<file path="src/rtl/ps2_rx.sv">
// PS/2 keyboard receiver: synchronizes and deglitches the raw pins, deserializes
// 11-bit device-to-host frames and emits each good byte with a one-cycle strobe.
module ps2_rx #(
    parameter int FILTER_LEN     = 8,
    parameter int TIMEOUT_CYCLES = 50000
) (
    input  logic       clk,
    input  logic       rst_n,
    input  logic       ps2_clk,
    input  logic       ps2_data,
    output logic [7:0] scan_code,
    output logic       scan_ready,
    output logic       frame_err,
    output logic       rx_busy
);

    localparam int                TW        = $clog2(TIMEOUT_CYCLES + 1);
    localparam logic [7:0]        FILT_LAST = 8'(FILTER_LEN - 1);
    localparam logic [TW-1:0]     TO_LAST   = TW'(TIMEOUT_CYCLES - 1);

    typedef enum logic [1:0] {
        S_IDLE   = 2'd0,
        S_DATA   = 2'd1,
        S_PARITY = 2'd2,
        S_STOP   = 2'd3
    } state_t;

    logic          clk_meta_r;
    logic          clk_sync_r;
    logic          data_meta_r;
    logic          data_sync_r;
    logic          clk_filt_r;
    logic [7:0]    filt_cnt_r;
    logic          fall_tick_r;

    state_t        state_r;
    logic [7:0]    shift_r;
    logic [3:0]    bit_cnt_r;
    logic          parity_r;
    logic [TW-1:0] to_cnt_r;
    logic [7:0]    scan_code_r;
    logic          scan_ready_r;
    logic          frame_err_r;
    logic          rx_busy_r;

    // Odd parity holds when data bits plus parity bit contain an odd number of ones.
    function automatic logic odd_parity_ok(input logic [7:0] d, input logic p);
        return ^{d, p};
    endfunction

    // Two-flop synchronizers for both pins; the idle bus level is high.
    always_ff @(posedge clk or negedge rst_n) begin
        if (!rst_n) begin
            clk_meta_r  <= 1'b1;
            clk_sync_r  <= 1'b1;
            data_meta_r <= 1'b1;
            data_sync_r <= 1'b1;
        end else begin
            clk_meta_r  <= ps2_clk;
            clk_sync_r  <= clk_meta_r;
            data_meta_r <= ps2_data;
            data_sync_r <= data_meta_r;
        end
    end

    // Clock deglitch: the filtered level only follows after FILTER_LEN stable samples.
    always_ff @(posedge clk or negedge rst_n) begin
        if (!rst_n) begin
            clk_filt_r  <= 1'b1;
            filt_cnt_r  <= 8'd0;
            fall_tick_r <= 1'b0;
        end else if (clk_sync_r != clk_filt_r) begin
            if (filt_cnt_r == FILT_LAST) begin
                clk_filt_r  <= clk_sync_r;
                filt_cnt_r  <= 8'd0;
                fall_tick_r <= ~clk_sync_r;
            end else begin
                filt_cnt_r  <= filt_cnt_r + 8'd1;
                fall_tick_r <= 1'b0;
            end
        end else begin
            filt_cnt_r  <= 8'd0;
            fall_tick_r <= 1'b0;
        end
    end

    // Frame FSM with timeout supervision; a falling edge always beats the timeout.
    always_ff @(posedge clk or negedge rst_n) begin
        if (!rst_n) begin
            state_r      <= S_IDLE;
            shift_r      <= 8'h00;
            bit_cnt_r    <= 4'd0;
            parity_r     <= 1'b0;
            to_cnt_r     <= '0;
            scan_code_r  <= 8'h00;
            scan_ready_r <= 1'b0;
            frame_err_r  <= 1'b0;
            rx_busy_r    <= 1'b0;
        end else begin
            scan_ready_r <= 1'b0;
            frame_err_r  <= 1'b0;
            if (state_r == S_IDLE) begin
                to_cnt_r <= '0;
                if (fall_tick_r && !data_sync_r) begin
                    shift_r   <= 8'h00;
                    bit_cnt_r <= 4'd0;
                    state_r   <= S_DATA;
                    rx_busy_r <= 1'b1;
                end else begin
                    rx_busy_r <= 1'b0;
                end
            end else if (fall_tick_r) begin
                to_cnt_r <= '0;
                case (state_r)
                    S_DATA: begin
                        shift_r   <= {data_sync_r, shift_r[7:1]};
                        bit_cnt_r <= bit_cnt_r + 4'd1;
                        if (bit_cnt_r == 4'd7) begin
                            state_r <= S_PARITY;
                        end else begin
                            state_r <= S_DATA;
                        end
                    end
                    S_PARITY: begin
                        parity_r <= data_sync_r;
                        state_r  <= S_STOP;
                    end
                    S_STOP: begin
                        if (odd_parity_ok(shift_r, parity_r) && data_sync_r) begin
                            scan_code_r  <= shift_r;
                            scan_ready_r <= 1'b1;
                        end else begin
                            frame_err_r  <= 1'b1;
                        end
                        state_r   <= S_IDLE;
                        rx_busy_r <= 1'b0;
                    end
                    default: begin
                        state_r   <= S_IDLE;
                        rx_busy_r <= 1'b0;
                    end
                endcase
            end else if (to_cnt_r == TO_LAST) begin
                to_cnt_r    <= '0;
                frame_err_r <= 1'b1;
                state_r     <= S_IDLE;
                rx_busy_r   <= 1'b0;
            end else begin
                to_cnt_r <= to_cnt_r + TW'(1);
            end
        end
    end

    assign scan_code  = scan_code_r;
    assign scan_ready = scan_ready_r;
    assign frame_err  = frame_err_r;
    assign rx_busy    = rx_busy_r;

endmodule

</file>
<file path="config.mk">
export PLATFORM = sky130hd
export DESIGN_NAME = ps2_rx
export DESIGN_NICKNAME = d
export VERILOG_FILES = /design/src/rtl/ps2_rx.sv
export SDC_FILE = /design/constraint.sdc
export NUM_CORES = 1
export LEC_CHECK = 0
export CORE_MARGIN = 1.5
export CORE_UTILIZATION = 35
export CTS_CLUSTER_SIZE = 30
export DETAILED_ROUTE_END_ITERATION = 10
export PLACE_DENSITY = 0.53
export RECOVER_POWER = 25
export SKIP_LAST_GASP = 1
export SLEW_MARGIN = 0
export SYNTH_ARGS = -nofsm -noshare
export SYNTH_HDL_FRONTEND = slang
export SYNTH_SLANG_ARGS = --single-unit
</file>
<file path="constraint.sdc">
create_clock -name clk -period 3.7 [get_ports clk]
set_input_delay 1.11 -clock clk [delete_from_list [all_inputs] [get_ports clk]]
set_output_delay 1.11 -clock clk [all_outputs]
set_load 0.005 [all_outputs]
</file>
==> metrics.cfg, run 1 <==
[sta]
fmax_mhz = 434
hold_viol_final = 0
worstMarginPinSlew_ps = 991
worst_slack_ps = 1390
fin_tns_setup_ps = 0
grt_setup_unrepaired = no
finalCritPeriodShare = 0.623
finalSetupViolCount = 0
fin_crit_ps = 2310
skew_ps = 8.17
max_slew_margin = 0.339
maxSlewViolCount = 0

[pwr]
power.switching_mw = 0.390
p_comb_frac = 0.186
p_leak_nw = 1.32
seqPwrFrac = 0.544
power.total_mw = 1.28
power.internal_mw = 0.892
sw_frac_of_total = 0.304
vdd_drop_max_v = 0.000169
power_density_nw_per_um2 = 427
clockPowerShare = 0.270

[yosys]
syn-num-nets = 263
synth_seq_area_share = 0.526
yosysTopAreaCellShare = 0.477
ys_dominant_reg_cell = dfrtp_1
ys_top_cells_by_area = dfrtp_1 (48%), dfstp_2 (4.9%), xor2_1 (4.6%)
avgSynthCellArea_um2 = 10.6
yosysTopAreaCell = dfrtp_1
syn_area_um2 = 2680
synth_cell_types = 43
yosysWarnings = 0
netlist_instances = 252
synthArstFlopShare = 1.00
synth-edff-count = 0
synth_seq_cells = 56

[placement]
placed_area_um2 = 2910
gp_congestion = 0.745
dpl.hpwl_mm = 3.19
portBuffers = 14
dp_slack_ps = 1520

[cells_and_area]
seqCellArea_um2 = 1410
fin_area_um2 = 3000
multi_input_area_um2 = 1200
syn2layout_area_growth_pct = 12.2
nets = 276
drive_gt1_frac = 0.105
diodes = 0
final_common_cell = dfrtp_1
n_fill_cell = 722
final_cell_mix = dfrtp_1 (51), nor2_1 (28), nand2_1 (26)

[clock_network]
hold_buffers = 0
clock_latency_ps = 310
clock_path_buffers = 2
cts_tree = built
cts.repair.resized = 0
clk_pin_slew_worst_paths_ps = 90
cts.root.buffer_cell = clkbuf_8
post_cts_buffers = 0
clock_sinks = 56
htreeDepth = 2
cts_buffers = 5

[grt]
grt-ovfl-total = 0
grt_usage = 0.121
grt_max_degree = 47
first_global_vias = 1695
grt_pass1_wl_mm = 8.09
antenna_found_initial = 0

[setup_path]
crit_chain = clkdlybuf4s50_1
crit_path_max_incr_delay_ps = 510
end_kind = output port
cp_slowest_cell = clkdlybuf4s50_1
critPathKind = register to output port
crit_family = buffers and inverters
arrival_ps = 1200
crit_required_ps = 2590
path_buf_inv = 1
critPathLaunchType = register
worstPathMaxFanout = 3

[floorplan]
die_width_um = 90.4
fp.dieH_um = 90.4
start_util = 0.365
die_area_um2 = 8180
core_um2 = 7330
row_count = 31
io_pins = 15

[drt]
vias = 1763
postRouteAntennaNets = 0
drt_wl_total_mm = 4.66
drt_iter0_markers = 107
wl_per_cell_um = 12.8
vias_per_cell = 4.83
drc = 0
drt-pass1-iter-count = 4

[outcome]
status = completed

[worst_hold_path]
hold_path.class = register to register

[flow_run]
drv_cap = 0

==> state kept, by name (all words and copies together), names as in the netlist, 2 cells and up <==
register	flops
bit_cnt_r	4
state_r	2
shift_r	8
filt_cnt_r	8
scan_code	8
to_cnt_r	16
==> final cells by class <==
class,count,share of cell area
Multi-Input combinational cell,179,0.401
Tap cell,99,0.0413
Timing Repair Buffer,15,0.0475
Inverter,8,0.0100
Clock inverter,1,0.00250
Sequential cell,56,0.469
Clock buffer,7,0.0288
==> cell usage after synthesis, drive strengths merged (2+ instances only) <==
cell type	instances
nor2	28
and3	7
nand2	26
nand3	10
xor2	14
xnor3	2
xnor2	8
inv	7
dfstp	5
nor3b	2
or3	2
and2	3
or2	2
mux2i	2
a22oi	9
dfrtp	51
a21oi	7
mux2	10
o21ai	16
nand4	7
clkbuf	9
ha	7
==> cells by family (layout without fill, tap and decap cells) <==
logic type | Yosys count | after routing | share of synthesized area
and+or+nand+nor | 98 | 98 | 0.181
DFF | 56 | 56 | 0.526
AOI/OAI and AO/OA | 37 | 37 | 0.0833
xor gates and xnor gates | 25 | 25 | 0.0982
buffers and inverters | 17 | 31 | 0.0239
muxes | 12 | 12 | 0.0543
adders and majority gates | 7 | 7 | 0.0327
==> stage by stage <==
stage | utilization | cells | hold WS, ps
finish | 0.409 | 365 | 361
global route | 0.409 | 365 | 367
detailed placement | 0.397 | 357 | 348
global placement | 0.397 | 357 | 346
floorplan | - | 252 | 345
CTS | 0.409 | 365 | 363
==> layer usage <==
metal,global-route usage,part of all wire,up-vias
li1,-,-,898
met1,0.168,0.51,839
met2,0.188,0.45,20
met3,0.0253,0.022,6
met4,0.0397,0.010,0
met5,0,0,-
==> worst reg2reg max path, delay by kind of cell, from the launching register on <==
family	cells	cell delay, ps
AOI/OAI and AO/OA	2	570
adders and majority gates	1	520
and+or+nand+nor	2	460
DFF	1	410
buffers and inverters	1	110
==> final timing paths <==
path / slack (ps) / cells past startpoint / to / startpoint
min: 360 / 0 / clk_sync_r / clk_meta_r
max in group asynchronous: 2010 / 2 / to_cnt_r[7] / rst_n
max: 1390 / 1 / rx_busy / rx_busy
min reg2reg: 360 / 0 / clk_sync_r / clk_meta_r
max reg2reg: 1520 / 6 / state_r[0] / state_r[0]
min in group asynchronous: 960 / 1 / scan_code[7] / rst_n
==> power by group through the flow <==
stage	sequential (mW)	combinational [mW]	clock (mW)
after global routing	0.702	0.272	0.389
after detailed placement	0.709	0.244	0
after floorplan	0.699	0.189	0
final	0.697	0.239	0.346
after global placement	0.707	0.245	0
after CTS	0.696	0.246	0.367
No activity file was read; power rests on OpenSTA's default activity.
==> run 2: changes to the inputs <==
Clock period 3.7 ns to 2.3 ns, I/O delays scaled along.
==> run 2 against run 1 <==
  * Critical endpoint is now scan_code[3]
  * Largest power group unchanged
  * Clock power rose by 59%
  * Register-to-register slack lost 1200 ps
  * Power increased by 63%
==> metrics.cfg, run 2 (synthesis gave the netlist of run 1 again) <==
[pwr]
p_leak_nw = 1.35  ; +1.8%
vdd_drop_max_v = 0.000264  ; +57%
p_comb_frac = 0.202  ; +0.016
sw_frac_of_total = 0.304  ; -0.000748
power.total_mw = 2.10  ; +63%
power_density_nw_per_um2 = 691  ; +62%
seqPwrFrac = 0.535  ; -0.009
power.switching_mw = 0.636  ; +63%
power.internal_mw = 1.46  ; +64%
clockPowerShare = 0.262  ; -0.008

[floorplan]
core_um2 = 7330  ; unchanged
die_width_um = 90.4  ; unchanged
io_pins = 15  ; unchanged
start_util = 0.365  ; unchanged
fp.dieH_um = 90.4  ; unchanged
row_count = 31  ; unchanged
die_area_um2 = 8180  ; unchanged

[clock_network]
clk_pin_slew_worst_paths_ps = 90  ; about the same
hold_buffers = 0  ; unchanged
cts_buffers = 5  ; unchanged
cts_tree = built
cts.repair.resized = 0  ; unchanged
cts.root.buffer_cell = clkbuf_8
post_cts_buffers = 0  ; unchanged
htreeDepth = 2  ; unchanged
clock_sinks = 56  ; unchanged
clock_path_buffers = 2  ; unchanged
clock_latency_ps = 310  ; about the same

[drt]
wl_per_cell_um = 13.0  ; +2.0%
drt_iter0_markers = 60  ; -44%
drt_wl_total_mm = 4.82  ; +3.4%
vias = 1798  ; +2.0%
vias_per_cell = 4.86  ; +0.61%
drt-pass1-iter-count = 4  ; unchanged
drc = 0  ; unchanged
postRouteAntennaNets = 0  ; unchanged

[sta]
fin_tns_setup_ps = 0  ; unchanged
hold_viol_final = 0  ; unchanged
worstMarginPinSlew_ps = 934  ; -56.9 ps
grt_setup_unrepaired = no
fin_crit_ps = 1950
finalCritPeriodShare = 0.847
fmax_mhz = 513
max_slew_margin = 0.377  ; +0.0379
skew_ps = 11.5  ; +3.37 ps
finalSetupViolCount = 0  ; unchanged
maxSlewViolCount = 0  ; unchanged

[grt]
grt_max_degree = 28  ; -40%
grt_usage = 0.129  ; +0.00838
first_global_vias = 1824  ; +7.6%
antenna_found_initial = 0  ; unchanged
grt_pass1_wl_mm = 8.56  ; +5.8%
grt-ovfl-total = 0  ; unchanged

[flow_run]
drv_cap = 0  ; unchanged

[cells_and_area]
syn2layout_area_growth_pct = 13.3
diodes = 0  ; unchanged
drive_gt1_frac = 0.118  ; +0.0128
final_common_cell = dfrtp_1
largest_reg_flops = 16  ; unchanged
nets = 281  ; +1.8%
layout.cells.non_filler = 370  ; +1.4%
final_cell_mix = dfrtp_1 (51), nor2_1 (28), nand2_1 (26)
regMostFlops = to_cnt_r

[setup_path]
worst_r2r_startpoint = shift_r[4]
reg2regPathDepth = 4  ; -2
reg2reg_setup_slack_ps = 350  ; -1170 ps
end_kind = register
reg2reg_to = scan_code[3]
arrival_ps = 2150  ; +950 ps
worstPathMaxFanout = 9  ; +6
critPathLaunchType = register
critPathKind = register to register
crit_required_ps = 2500  ; -90 ps

[placement]
dp_cells = 362  ; +1.4%
portBuffers = 14  ; unchanged
dpl.hpwl_mm = 3.44  ; +7.6%
gp_congestion = 0.809  ; +8.6%

[worst_hold_path]
whs_endpoint = clk_sync_r
holdPathStages = 0  ; unchanged
hold_path.class = register to register
holdCritStartpoint = clk_meta_r

[outcome]
status = completed

## run 2: how the worst max path moves through the flow
stage / start / end / slack [ps] / cells after the start
2_1_floorplan: shift_r[4] / scan_code[0] / 470 / 4
3_3_place_gp: shift_r[4] / scan_code[3] / 350 / 4
3_5_place_dp: shift_r[4] / scan_code[7] / 340 / 4
4_1_cts: shift_r[4] / scan_code[7] / 330 / 4
5_1_grt: shift_r[0] / scan_code[4] / 220 / 4
6_report: shift_r[4] / scan_code[3] / 350 / 4
## run 2: area by class of cell
type,instances,area (µm²)
clock buffer,8,90.1
fill,722,4300
sequential,56,1410
multi-input combinational,179,1200
timing repair buffer,20,176
tap,99,124
inverter,8,30.0
## run 2: worst max-delay path, stage by stage, from the launching register on
cell     delay [ps]
dfrtp_1         430
xor2_1          180
xnor3_2         450
mux2i_4         400
mux2_2          370
## run 2: per-layer routing
layer / vias to the layer above / wire length (µm) / GRT usage
li1: 901 / - / -
met1: 875 / 2300 / 0.162
met2: 17 / 2350 / 0.223
met3: 5 / 110 / 0.0303
met4: 0 / 57 / 0.0357
met5: - / 0 / 0
## run 2: metrics by stage
step	hold slack (ps)	utilization	cell area, µm²	setup WS (ps)
5_1_grt	368	0.414	3030	218
2_1_floorplan	345	-	2680	475
3_5_place_dp	347	0.403	2960	341
6_report	359	0.414	3030	352
3_3_place_gp	347	0.403	2960	354
4_1_cts	319	0.416	3050	326
## run 2: power by group through the flow
stage | sequential (mW) | combinational, mW | clock [mW]
after CTS | 1.12 | 0.438 | 0.583
after global routing | 1.14 | 0.485 | 0.615
after detailed placement | 1.14 | 0.435 | 0
final | 1.12 | 0.424 | 0.550
after global placement | 1.14 | 0.433 | 0
after floorplan | 1.12 | 0.304 | 0
==> run 3: changes to the inputs <==
Clock period 2.3 ns to 1.9 ns, I/O delays scaled along.
==> run 3 against run 2 <==
  * Cell count increased by 2.7%
  * Via count increased by 4.1%
  * Die area unchanged
  * Final area increased by 4.0%
  * Fmax increased by 5.0%
  * Global-route usage increased by 0.46 points
  * Core utilization increased by 1.7 points
==> metrics.cfg, run 3 (synthesis gave the netlist of run 1 again) <==
[outcome]
status = completed

[setup_path]
reg2regPathDepth = 5  ; +1
end_kind = register
arrival_ps = 2050  ; -100 ps
crit_required_ps = 2100  ; -400 ps
worst_r2r_startpoint = shift_r[2]
reg2reg_setup_slack_ps = 50  ; -310 ps
critPathLaunchType = register
reg2reg_to = scan_code[6]
worstPathMaxFanout = 9  ; unchanged
critPathKind = register to register

[grt]
grt_max_degree = 57  ; +100%
grt_pass1_wl_mm = 8.83  ; +3.2%
grt-ovfl-total = 0  ; unchanged
first_global_vias = 1818  ; -0.33%
grt_usage = 0.134  ; +0.00463
antenna_found_initial = 0  ; unchanged

[sta]
grt_setup_unrepaired = yes
maxSlewViolCount = 0  ; unchanged
skew_ps = 8.40  ; -3.15 ps
finalSetupViolCount = 0  ; unchanged
fmax_mhz = 539  ; +5.0%
max_slew_margin = 0.184  ; -0.193
worstMarginPinSlew_ps = 1220  ; +290 ps
hold_viol_final = 0  ; unchanged
finalCritPeriodShare = 0.976  ; +0.129
fin_tns_setup_ps = 0  ; unchanged
fin_crit_ps = 1850  ; -93.2 ps

[clock_network]
htreeDepth = 2  ; unchanged
cts_buffers = 5  ; unchanged
cts.root.buffer_cell = clkbuf_8
clock_path_buffers = 2  ; unchanged
cts_tree = built
clk_pin_slew_worst_paths_ps = 100  ; about the same
clock_sinks = 56  ; unchanged
clock_latency_ps = 310  ; about the same

[pwr]
vdd_drop_max_v = 0.000399  ; +51%
power.total_mw = 2.65  ; +27%
p_leak_nw = 1.41  ; +5.0%
power_density_nw_per_um2 = 841  ; +22%
power.switching_mw = 0.779  ; +22%
sw_frac_of_total = 0.294  ; -0.0100
seqPwrFrac = 0.510  ; -0.025
p_comb_frac = 0.199  ; -0.003
power.internal_mw = 1.88  ; +28%
clockPowerShare = 0.290  ; +0.028

[cells_and_area]
n_fill_cell = 698  ; -3.3%
largest_reg_flops = 16  ; unchanged
final_common_cell = dfrtp_1
diodes = 0  ; unchanged
regMostFlops = to_cnt_r
seqCellArea_um2 = 1410  ; about the same
final_cell_mix = dfrtp_1 (50), nor2_1 (28), nand2_1 (26)
drive_gt1_frac = 0.167  ; +0.0492
nets = 291  ; +3.6%
multi_input_area_um2 = 1220  ; +1.2%
syn2layout_area_growth_pct = 17.9

[floorplan]
row_count = 31  ; unchanged
die_area_um2 = 8180  ; unchanged
io_pins = 15  ; unchanged
fp.dieH_um = 90.4  ; unchanged
start_util = 0.365  ; unchanged
core_um2 = 7330  ; unchanged
die_width_um = 90.4  ; unchanged

[placement]
gp_congestion = 0.839  ; +3.7%
dpl.hpwl_mm = 3.54  ; +2.9%
portBuffers = 14  ; unchanged

[drt]
drt-pass1-iter-count = 4  ; unchanged
wl_per_cell_um = 13.5  ; +3.4%
drt_wl_total_mm = 5.11  ; +6.2%
postRouteAntennaNets = 0  ; unchanged
vias = 1872  ; +4.1%
drc = 0  ; unchanged
vias_per_cell = 4.93  ; +1.4%
drt_iter0_markers = 106  ; +77%

[worst_hold_path]
holdCritStartpoint = clk_meta_r
hold_path.class = register to register
whs_endpoint = clk_sync_r
holdPathStages = 0  ; unchanged

[flow_run]
drv_cap = 0  ; unchanged

## run 3: cell types whose count changed in the layout (fill, tap and decap cells not counted), moves of 2 or more
cell      change
xnor2_2       +2
buf_4         +9
buf_2         +2
clkbuf_1      -2
xnor2_1       -2
## run 3: critical path: stages, from the launching register on
cell     delay (ps)
dfrtp_2         440
xnor2_2         140
xnor3_2         430
mux2i_4         260
buf_12          150
mux2_2          330
## run 3: layout make-up
| class | count | share of cell area |
|---|---|---|
| repair buffers | 30 | 0.0841 |
| multi-input cells | 179 | 0.386 |
| well taps | 99 | 0.0393 |
| flip-flops and latches | 56 | 0.447 |
| inverters | 8 | 0.00952 |
| clock buffers | 6 | 0.0230 |
| clock inverters | 2 | 0.0111 |
## run 3: stage by stage
stage           util  instances  hold WS, ps  setup WS, ps  instance area [µm²]
4_1_cts        0.427        377          255          15.2                 3130
3_3_place_gp   0.410        368          347          13.2                 3000
6_report       0.430        380          361          45.0                 3150
5_1_grt        0.430        380          373         -24.4                 3150
3_5_place_dp   0.410        368          347         -55.8                 3000
2_1_floorplan      -        252          274          74.8                 2680
## run 3: worst max-delay path by stage
stage,start,endpoint,slack [ps],depth (start not counted)
finish,shift_r[2],scan_code[6],50,5
global route,shift_r[1],scan_code[4],-20,5
CTS,shift_r[4],scan_code[3],20,5
detailed placement,shift_r[4],scan_code[6],-60,4
global placement,shift_r[4],scan_code[2],10,4
floorplan,shift_r[4],scan_code[0],70,4
## run 3: repair_timing
item	in CTS	in global routing
resized for setup	0	3
pin swaps	0	2
hold buffers	0	0
setup buffers	1	3
endpoints found under the setup margin	8	8
## run 3: power groups by stage
stage	sequential, mW	combinational [mW]	clock [mW]
floorplan	1.36	0.368	0
CTS	1.36	0.544	0.803
finish	1.35	0.529	0.771
detailed placement	1.38	0.540	0
global placement	1.37	0.538	0
global route	1.37	0.603	0.872
## run 3: metal layers
metal / up-vias / part of all wire / wire [µm] / GRT usage
li1: 925 / - / - / -
met5: - / 0 / 0 / 0
met1: 926 / 0.48 / 2470 / 0.177
met3: 4 / 0.020 / 101 / 0.0303
met2: 17 / 0.49 / 2500 / 0.221
met4: 0 / 0.0074 / 38 / 0.0357
